File: src/rtl/trade_history.sv
// Trade price history: circular buffer of the last DEPTH trades, a scan FSM for min/max, and a registered read port.
// Optional build macro TRADE_HISTORY_AVG_EN adds a full-window average (avg_price/avg_valid).
module trade_history #(
  parameter int DEPTH   = 16,
  parameter int ADDR_W  = 4,
  parameter int PRICE_W = 8
) (
  input  logic               clk_50,
  input  logic               reset,
  input  logic               match_signal,
  input  logic [PRICE_W-1:0] trade_price,
  input  logic               halt_signal,
  input  logic [ADDR_W-1:0]  rd_index,
  output logic [PRICE_W-1:0] rd_data,
  output logic               rd_valid,
  output logic [ADDR_W:0]    count,
  output logic [PRICE_W-1:0] last_price,
  output logic [PRICE_W-1:0] min_price,
  output logic [PRICE_W-1:0] max_price,
  output logic               stats_valid,
  output logic               overflow
`ifdef TRADE_HISTORY_AVG_EN
  ,
  output logic [PRICE_W-1:0] avg_price,
  output logic               avg_valid
`endif
);

  localparam logic [ADDR_W-1:0] PTR_ONE  = ADDR_W'(1);
  localparam logic [ADDR_W:0]   CNT_ONE  = (ADDR_W+1)'(1);
  localparam logic [ADDR_W:0]   CNT_FULL = (ADDR_W+1)'(DEPTH);

  typedef enum logic {IDLE, SCAN} state_t;

  function automatic logic [PRICE_W-1:0] price_min(input logic [PRICE_W-1:0] a,
                                                   input logic [PRICE_W-1:0] b);
    return (b < a) ? b : a;
  endfunction

  function automatic logic [PRICE_W-1:0] price_max(input logic [PRICE_W-1:0] a,
                                                   input logic [PRICE_W-1:0] b);
    return (b > a) ? b : a;
  endfunction

  logic [PRICE_W-1:0] mem [DEPTH];
  logic [ADDR_W-1:0]  wr_ptr;
  logic               wr_en;

  state_t             state, state_nxt;
  logic               scan_done;
  logic [ADDR_W-1:0]  scan_idx;
  logic [ADDR_W-1:0]  scan_addr;
  logic [PRICE_W-1:0] scan_entry;
  logic [PRICE_W-1:0] tmp_min, tmp_max;
  logic [PRICE_W-1:0] fold_min, fold_max;
  logic [ADDR_W-1:0]  rd_addr;
  logic               rd_hit;

  assign wr_en      = match_signal && !halt_signal;
  assign rd_addr    = wr_ptr - PTR_ONE - rd_index;
  assign rd_hit     = {1'b0, rd_index} < count;
  assign scan_addr  = wr_ptr - PTR_ONE - scan_idx;
  assign scan_entry = mem[scan_addr];
  assign fold_min   = price_min(tmp_min, scan_entry);
  assign fold_max   = price_max(tmp_max, scan_entry);

  // Buffer storage carries no reset; stale contents are masked by count.
  always_ff @(posedge clk_50) begin
    if (wr_en) mem[wr_ptr] <= trade_price;
  end

  // Write side: pointer, occupancy, last price, sticky overflow
  always_ff @(posedge clk_50 or posedge reset) begin
    if (reset) begin
      wr_ptr     <= '0;
      count      <= '0;
      last_price <= '0;
      overflow   <= 1'b0;
    end else if (wr_en) begin
      wr_ptr     <= wr_ptr + PTR_ONE;
      last_price <= trade_price;
      if (count == CNT_FULL) overflow <= 1'b1;
      else                   count    <= count + CNT_ONE;
    end
  end

  // Read stage: sampled against pre-write pointer and contents
  always_ff @(posedge clk_50 or posedge reset) begin
    if (reset) begin
      rd_data  <= '0;
      rd_valid <= 1'b0;
    end else begin
      rd_valid <= rd_hit;
      rd_data  <= rd_hit ? mem[rd_addr] : '0;
    end
  end

  always_ff @(posedge clk_50 or posedge reset) begin
    if (reset) state <= IDLE;
    else       state <= state_nxt;
  end

  // A new write always wins over a scan finishing on the same edge.
  always_comb begin
    state_nxt = state;
    scan_done = 1'b0;
    if (wr_en) begin
      state_nxt = SCAN;
    end else if (state == SCAN && {1'b0, scan_idx} == count - CNT_ONE) begin
      state_nxt = IDLE;
      scan_done = 1'b1;
    end
  end

`ifdef TRADE_HISTORY_AVG_EN
  localparam int SUM_W = PRICE_W + ADDR_W;
  logic [SUM_W-1:0] sum, sum_nxt;
  assign sum_nxt = sum + SUM_W'(scan_entry);

  always_ff @(posedge clk_50 or posedge reset) begin
    if (reset) begin
      sum       <= '0;
      avg_price <= '0;
      avg_valid <= 1'b0;
    end else if (wr_en) begin
      sum       <= '0;
      avg_valid <= 1'b0;
    end else if (state == SCAN) begin
      sum <= sum_nxt;
      if (scan_done) begin
        avg_valid <= (count == CNT_FULL);
        if (count == CNT_FULL) avg_price <= PRICE_W'(sum_nxt >> ADDR_W);
      end
    end
  end
`endif

  // Scan stage: fold one newest-relative entry per edge
  always_ff @(posedge clk_50 or posedge reset) begin
    if (reset) begin
      scan_idx    <= '0;
      tmp_min     <= '1;
      tmp_max     <= '0;
      min_price   <= '0;
      max_price   <= '0;
      stats_valid <= 1'b0;
    end else if (wr_en) begin
      scan_idx    <= '0;
      tmp_min     <= '1;
      tmp_max     <= '0;
      stats_valid <= 1'b0;
    end else if (state == SCAN) begin
      scan_idx <= scan_idx + PTR_ONE;
      tmp_min  <= fold_min;
      tmp_max  <= fold_max;
      if (scan_done) begin
        min_price   <= fold_min;
        max_price   <= fold_max;
        stats_valid <= 1'b1;
      end
    end
  end

endmodule

File: config.mk
export PLATFORM = sky130hd
export DESIGN_NAME = trade_history
export DESIGN_NICKNAME = d
export VERILOG_FILES = /design/src/rtl/trade_history.sv
export SDC_FILE = /design/constraint.sdc
export NUM_CORES = 1
export LEC_CHECK = 0
export BUFFER_PORTS_ARGS = -buffer_cell sky130_fd_sc_hd__buf_2
export CORE_ASPECT_RATIO = 0.7
export CORE_MARGIN = 5
export CORE_UTILIZATION = 37
export CTS_BUF_LIST = sky130_fd_sc_hd__clkbuf_8 sky130_fd_sc_hd__clkbuf_16
export DETAILED_ROUTE_END_ITERATION = 10
export GPL_TIMING_DRIVEN = 0
export PLACE_DENSITY = 0.6
export REMOVE_ABC_BUFFERS = 1
export SKIP_CTS_REPAIR_TIMING = 1
export SYNTH_ARGS = -nofsm -noshare
export SYNTH_HDL_FRONTEND = slang
export SYNTH_SLANG_ARGS = --single-unit
File: constraint.sdc
create_clock -name clk_50 -period 14.8 [get_ports clk_50]
set_input_delay 0.74 -clock clk_50 [delete_from_list [all_inputs] [get_ports clk_50]]
set_output_delay 0.74 -clock clk_50 [all_outputs]
set_load 0.01 [all_outputs]
# == After elaboration in Yosys (flattened, before gate mapping) ==
# Memories as Yosys holds them, arrays and structs flattened.
# Index checks and enable logic that the tools add are counted.
# classes
eq_ne,2
muxes,18
n_bitwise,2
add_sub_neg,7
magnitude_cmp,3
n_reduce_logical,10
# op_table
operator,n
$mux W8,7
$mux W1,9
$add A4 B1 Y4 const B,2
$gt A8 B8 Y1,1
$lt A8 B8 Y1,1
$mux W4,2
$sub A4 B4 Y4,2
$reduce_and A2 Y1,3
$reduce_bool A2 Y1,3
$add A5 B1 Y5 const B,1
$eq A4 B5 Y1,1
$eq A5 B5 Y1 const B,1
$lt A4 B5 Y1,1
$sub A5 B1 Y5 const B,1
$sub A4 B1 Y4 const B,1
$reduce_and A3 Y1,1
$logic_and A1 B1 Y1,2
$not A1 Y1,2
$logic_not A1 Y1,1
# totals
word_cells,56
memories,1
ff_bits,65
input_bits,16
output_inout_bits,40
ram_bits,128
# memory_table
name,depth,width,read_ports,rd_clocked_by_memory_dff,wr,line_no,rtl
mem,16,8,2,0,1,45,logic [PRICE_W-1:0] mem [DEPTH];

# == Longest topological paths before layout ==
# depth
ltp_word,8
depth_mapped,20
ltp_nobuf,18

# == Worst setup path after synthesis ==
# Ideal clock, no wire load.
# synth_timing
path_type,register to register
start,register wr_ptr[0]
end,register max_price[0]
n_path_buf,3
period_less_slack_ns,5.040
arrival_ns,4.915
required_time_ns,14.675
path_slack_ns,9.760
setup_ns,0.125
stages_incl_launch_ff,20
cell_sequence,dfrtp_1 inv_1 ha_1 fa_1 buf_4 buf_2 buf_2 mux4_2 or2_2 o221ai_1 o32a_1 inv_1 ha_1 nor2b_1 o21a_1 o21a_1 o21ai_0 a21oi_1 mux2_2 mux2_2
# synth_via
elab_chain_cells,5
# synth_rtl
element,line_no,rtl
from (decl),46,logic [ADDR_W-1:0] wr_ptr;
from (signal assigned),80,wr_ptr <= wr_ptr + PTR_ONE;
$sub A4 B1 Y4 *,62,assign scan_addr = wr_ptr - PTR_ONE - scan_idx;
$sub A4 B4 Y4 *,62,
$mem_v2 Z16 W8 *,--,
$gt A8 B8 Y1,42,return (b > a) ? b : a;
$mux W8 *,42,
to (signal assigned),158,max_price <= fold_max;
to (decl),19,"output logic [PRICE_W-1:0] max_price,"
# Mark *: on every way between the ends. The rest lies on a longest branch, timed or not.
# A chain may end at the register's enable or synchronous reset.

# == Worst setup path in the final report ==
# Ends and elaborated chain as after synthesis.

==> impl_metrics.csv <==
group,metric,value,unit
critical_path,crit_chain,"inv_1 -> ha_1 -> xor2_1 -> ha_1 -> a41oi_1 -> or2_2 -> o221ai_1 -> o32a_1 -> inv_1 -> ha_1 -> and3_1 -> nand4_1 -> o21ai_0 -> a21oi_1 -> mux2_2 -> mux2_2",
floorplan,ioPinCount,56,
placement,place_congestion,0.823,
timing,fin_skew,0.0149,ns
floorplan,die_area,29900,um2
grt,busiest_layer,"met2",
finish,layout-drive-gt1-share,0.306,
logic_synthesis,synth_xor_area_frac,0.0217,
detailed_routing,first_pass_iters,5,
critical_path,critPathCaptureType,"register",
detailed_routing,vias,6026,
grt,met2_usage,0.269,
detailed_routing,drt-total-wl,24700,um
clock_tree,htree_levels,4,
critical_path,cp_slowest_cell,"a41oi_1",
floorplan,dieWidth,205,um
critical_path,cp.arrival,6.43,ns
logic_synthesis,ys_warn_count,0,
clock_tree,cts_num_sinks,193,
critical_path,cp_slowest_stage_delay,1.11,ns
clock_tree,root_buffer,"clkbuf_16",
logic_synthesis,synth_top_area_cell,"edfxtp_1",
clock_tree,cts_buffers,17,
finish,nNetsFinal,749,
worst_hold_path,holdPathEnd,"overflow",
logic_synthesis,synth-compound-area-share,0.0609,
critical_path,crit_path_start_kind,"register",
detailed_routing,vias_per_cell,5.64,
timing,setup_viol,0,
worst_hold_path,holdCritPathClass,"register to register",
critical_path,rr_worst_depth,16,
logic_synthesis,synthesis.instances,652,
timing,fmax,164,MHz
logic_synthesis,synthTopCellsByArea,"edfxtp_1, mux4_2, dfrtp_1, ha_1, mux2i_1",
timing,finalCritPeriodShare,0.412,
logic_synthesis,ys.flop_type,"edfxtp_1",
critical_path,crit_top_cell,"ha_1",
critical_path,startpoint,"wr_ptr[0]",
floorplan,die_height,146,um
timing,holdWs,0.464,ns
clock_tree,clockBufferDepth,2,
worst_hold_path,min_path_cells,1,
logic_synthesis,syn-cell-area,9800,um2
logic_synthesis,ys_ff_latch,193,
critical_path,critical_path_class,"register to register",
logic_synthesis,synthArstFlopShare,0.337,
logic_synthesis,synth_edf_count,128,
detailed_routing,drc,0,
grt,grt_max_degree,66,
logic_synthesis,synth_most_common_cell,"edfxtp_1",
outcome,status,"finished, final reports clean",
grt,grt_pass1_vias,6242,
critical_path,crit_family,"compound AO/OA/AOI/OAI gates",
timing,finalHoldViolations,0,
floorplan,core,25900,um2
logic_synthesis,netlist.area_leader.share,0.392,
detailed_routing,routedWlPerCell,23.1,um
floorplan,start_util,0.379,
placement,portBuffers,55,
timing,tns,0,ns
critical_path,path_max_fanout,14,
critical_path,r2r_start,"wr_ptr[0]",
grt,use_met1,0.235,
logic_synthesis,yosys.area_share.simple,0.0780,
logic_synthesis,ys_seq_area_frac,0.559,
critical_path,worstPathRequired,15.13,ns
logic_synthesis,synth_mux_area_frac,0.205,
critical_path,rrSetupSlack,8.70,ns
job,cap_violations,0,
logic_synthesis,avgSynthCellArea,15.0,um2
clock_tree,clock_latency,0.44,ns
finish,num_antenna_cells,0,
grt,grt_pass1_wl,38300,um
clock_tree,clk_pin_slew_worst_paths,0.07,ns
logic_synthesis,yosys.cell_types.count,50,
critical_path,r2r-end,"max_price[0]",
worst_hold_path,min_from,"overflow",
critical_path,crit_buf_inv,2,
timing,fin_crit,6.10,ns
timing,worst_pin_slew,1.36,ns
detailed_routing,drt-initial-drc-count,575,
grt,gr-total-overflow,0,
logic_synthesis,synth_top_family_by_area,"multiplexers",
timing,rsz0062_at_grt,"false",
detailed_routing,antenna_left,0,
timing,slew_viol_final,0,
grt,grt_use_met3,0.0457,
finish,area_growth,13.8,%
logic_synthesis,synth_common_cells,"edfxtp_1, mux4_2, dfrtp_1",
logic_synthesis,synth_fa_ha_area_frac,0.0449,
floorplan,rows,49,
timing,relSlewSlack,0.0790,
placement,hpwlAfterDp,16600,um
grt,antenna_found_initial,0,
clock_tree,cts_tree,"yes",
grt,track_usage,0.170,
[through the flow]
step	setup WS (ns)	std cells	cell area, um2	util
floorplan	9.30	620	9650	-
CTS	8.57	1069	11100	0.430
detailed placement	8.58	1037	10500	0.406
finish	8.70	1069	11200	0.431
global route	8.54	1069	11200	0.431
global placement	7.69	1032	10400	0.401
[routing by layer]
metal	routed length, um	share of wire
met5	0	0
met3	2030	0.082
met2	11600	0.47
met4	312	0.013
met1	10700	0.43
[cell usage in the layout (no fill, tap or decap), types with 3 or more instances in the layout]
cell type,count
a211oi_1,9
a21o_1,9
a21oi_1,6
a31oi_1,7
and2_1,16
and3_1,3
buf_12,5
buf_2,55
bufinv_16,4
clkbuf_16,17
clkinvlp_4,4
dfrtp_1,57
dfstp_2,8
edfxtp_1,128
ha_1,30
inv_1,41
mux2_2,16
mux2i_1,26
mux4_2,69
nand2_1,35
nand3_1,4
nand4_1,9
nor2_1,26
nor2b_1,12
nor3_1,4
nor3_4,3
nor3b_1,9
o21a_1,3
o21ai_0,13
o221ai_1,14
o32a_1,7
or2_2,14
xnor2_1,11
xor2_1,6
[area by class of cell]
| type | instances | area, um2 |
|---|---|---|
| repair buffers | 60 | 375 |
| flip-flops and latches | 193 | 5480 |
| clock buffers | 17 | 425 |
| well taps | 357 | 447 |
| multi-input cells | 387 | 4080 |
| inverters | 40 | 153 |
| clock inverters | 15 | 194 |
| fillers | 2334 | 14700 |
[worst max-delay path by stage]
stage	cells after the start	endpoint
final	16	max_price[0]
after CTS	16	max_price[0]
after global routing	16	max_price[0]
after detailed placement	16	max_price[0]
after floorplan	16	tmp_max[0]
after global placement	15	tmp_max[0]
[flip-flops by register name (all words and copies together) (netlist names)]
signal and flops:
max_price 8, scan_idx 4, rd_valid 1, rd_data 8, overflow 1, state 1
mem 128, tmp_min 8, min_price 8, wr_ptr 4, stats_valid 1, tmp_max 8
count 5, last_price 8
[worst register-to-register path: stages, from the launching register on]
cell      delay, ns
dfrtp_1        0.54
inv_1          0.17
ha_1           0.29
xor2_1         0.31
ha_1           0.39
a41oi_1        1.11
or2_2          0.28
o221ai_1       0.11
o32a_1         0.54
inv_1          0.15
ha_1           0.25
and3_1         0.16
nand4_1        0.08
o21ai_0        0.13
a21oi_1        0.84
mux2_2         0.42
mux2_2         0.25
[cells by family (layout without fill, tap and decap cells)]
kind of cell,count (synthesis),count (layout)
muxes,112,112
AOI/OAI and AO/OA,79,79
and+or+nand+nor,141,141
xor gates and xnor gates,21,21
buffers and inverters,72,132
adders and majority gates,34,34
DFF,193,193
Power is not shown: default switching activity piles up to over one toggle a cycle in this logic, so the estimate is an artifact.
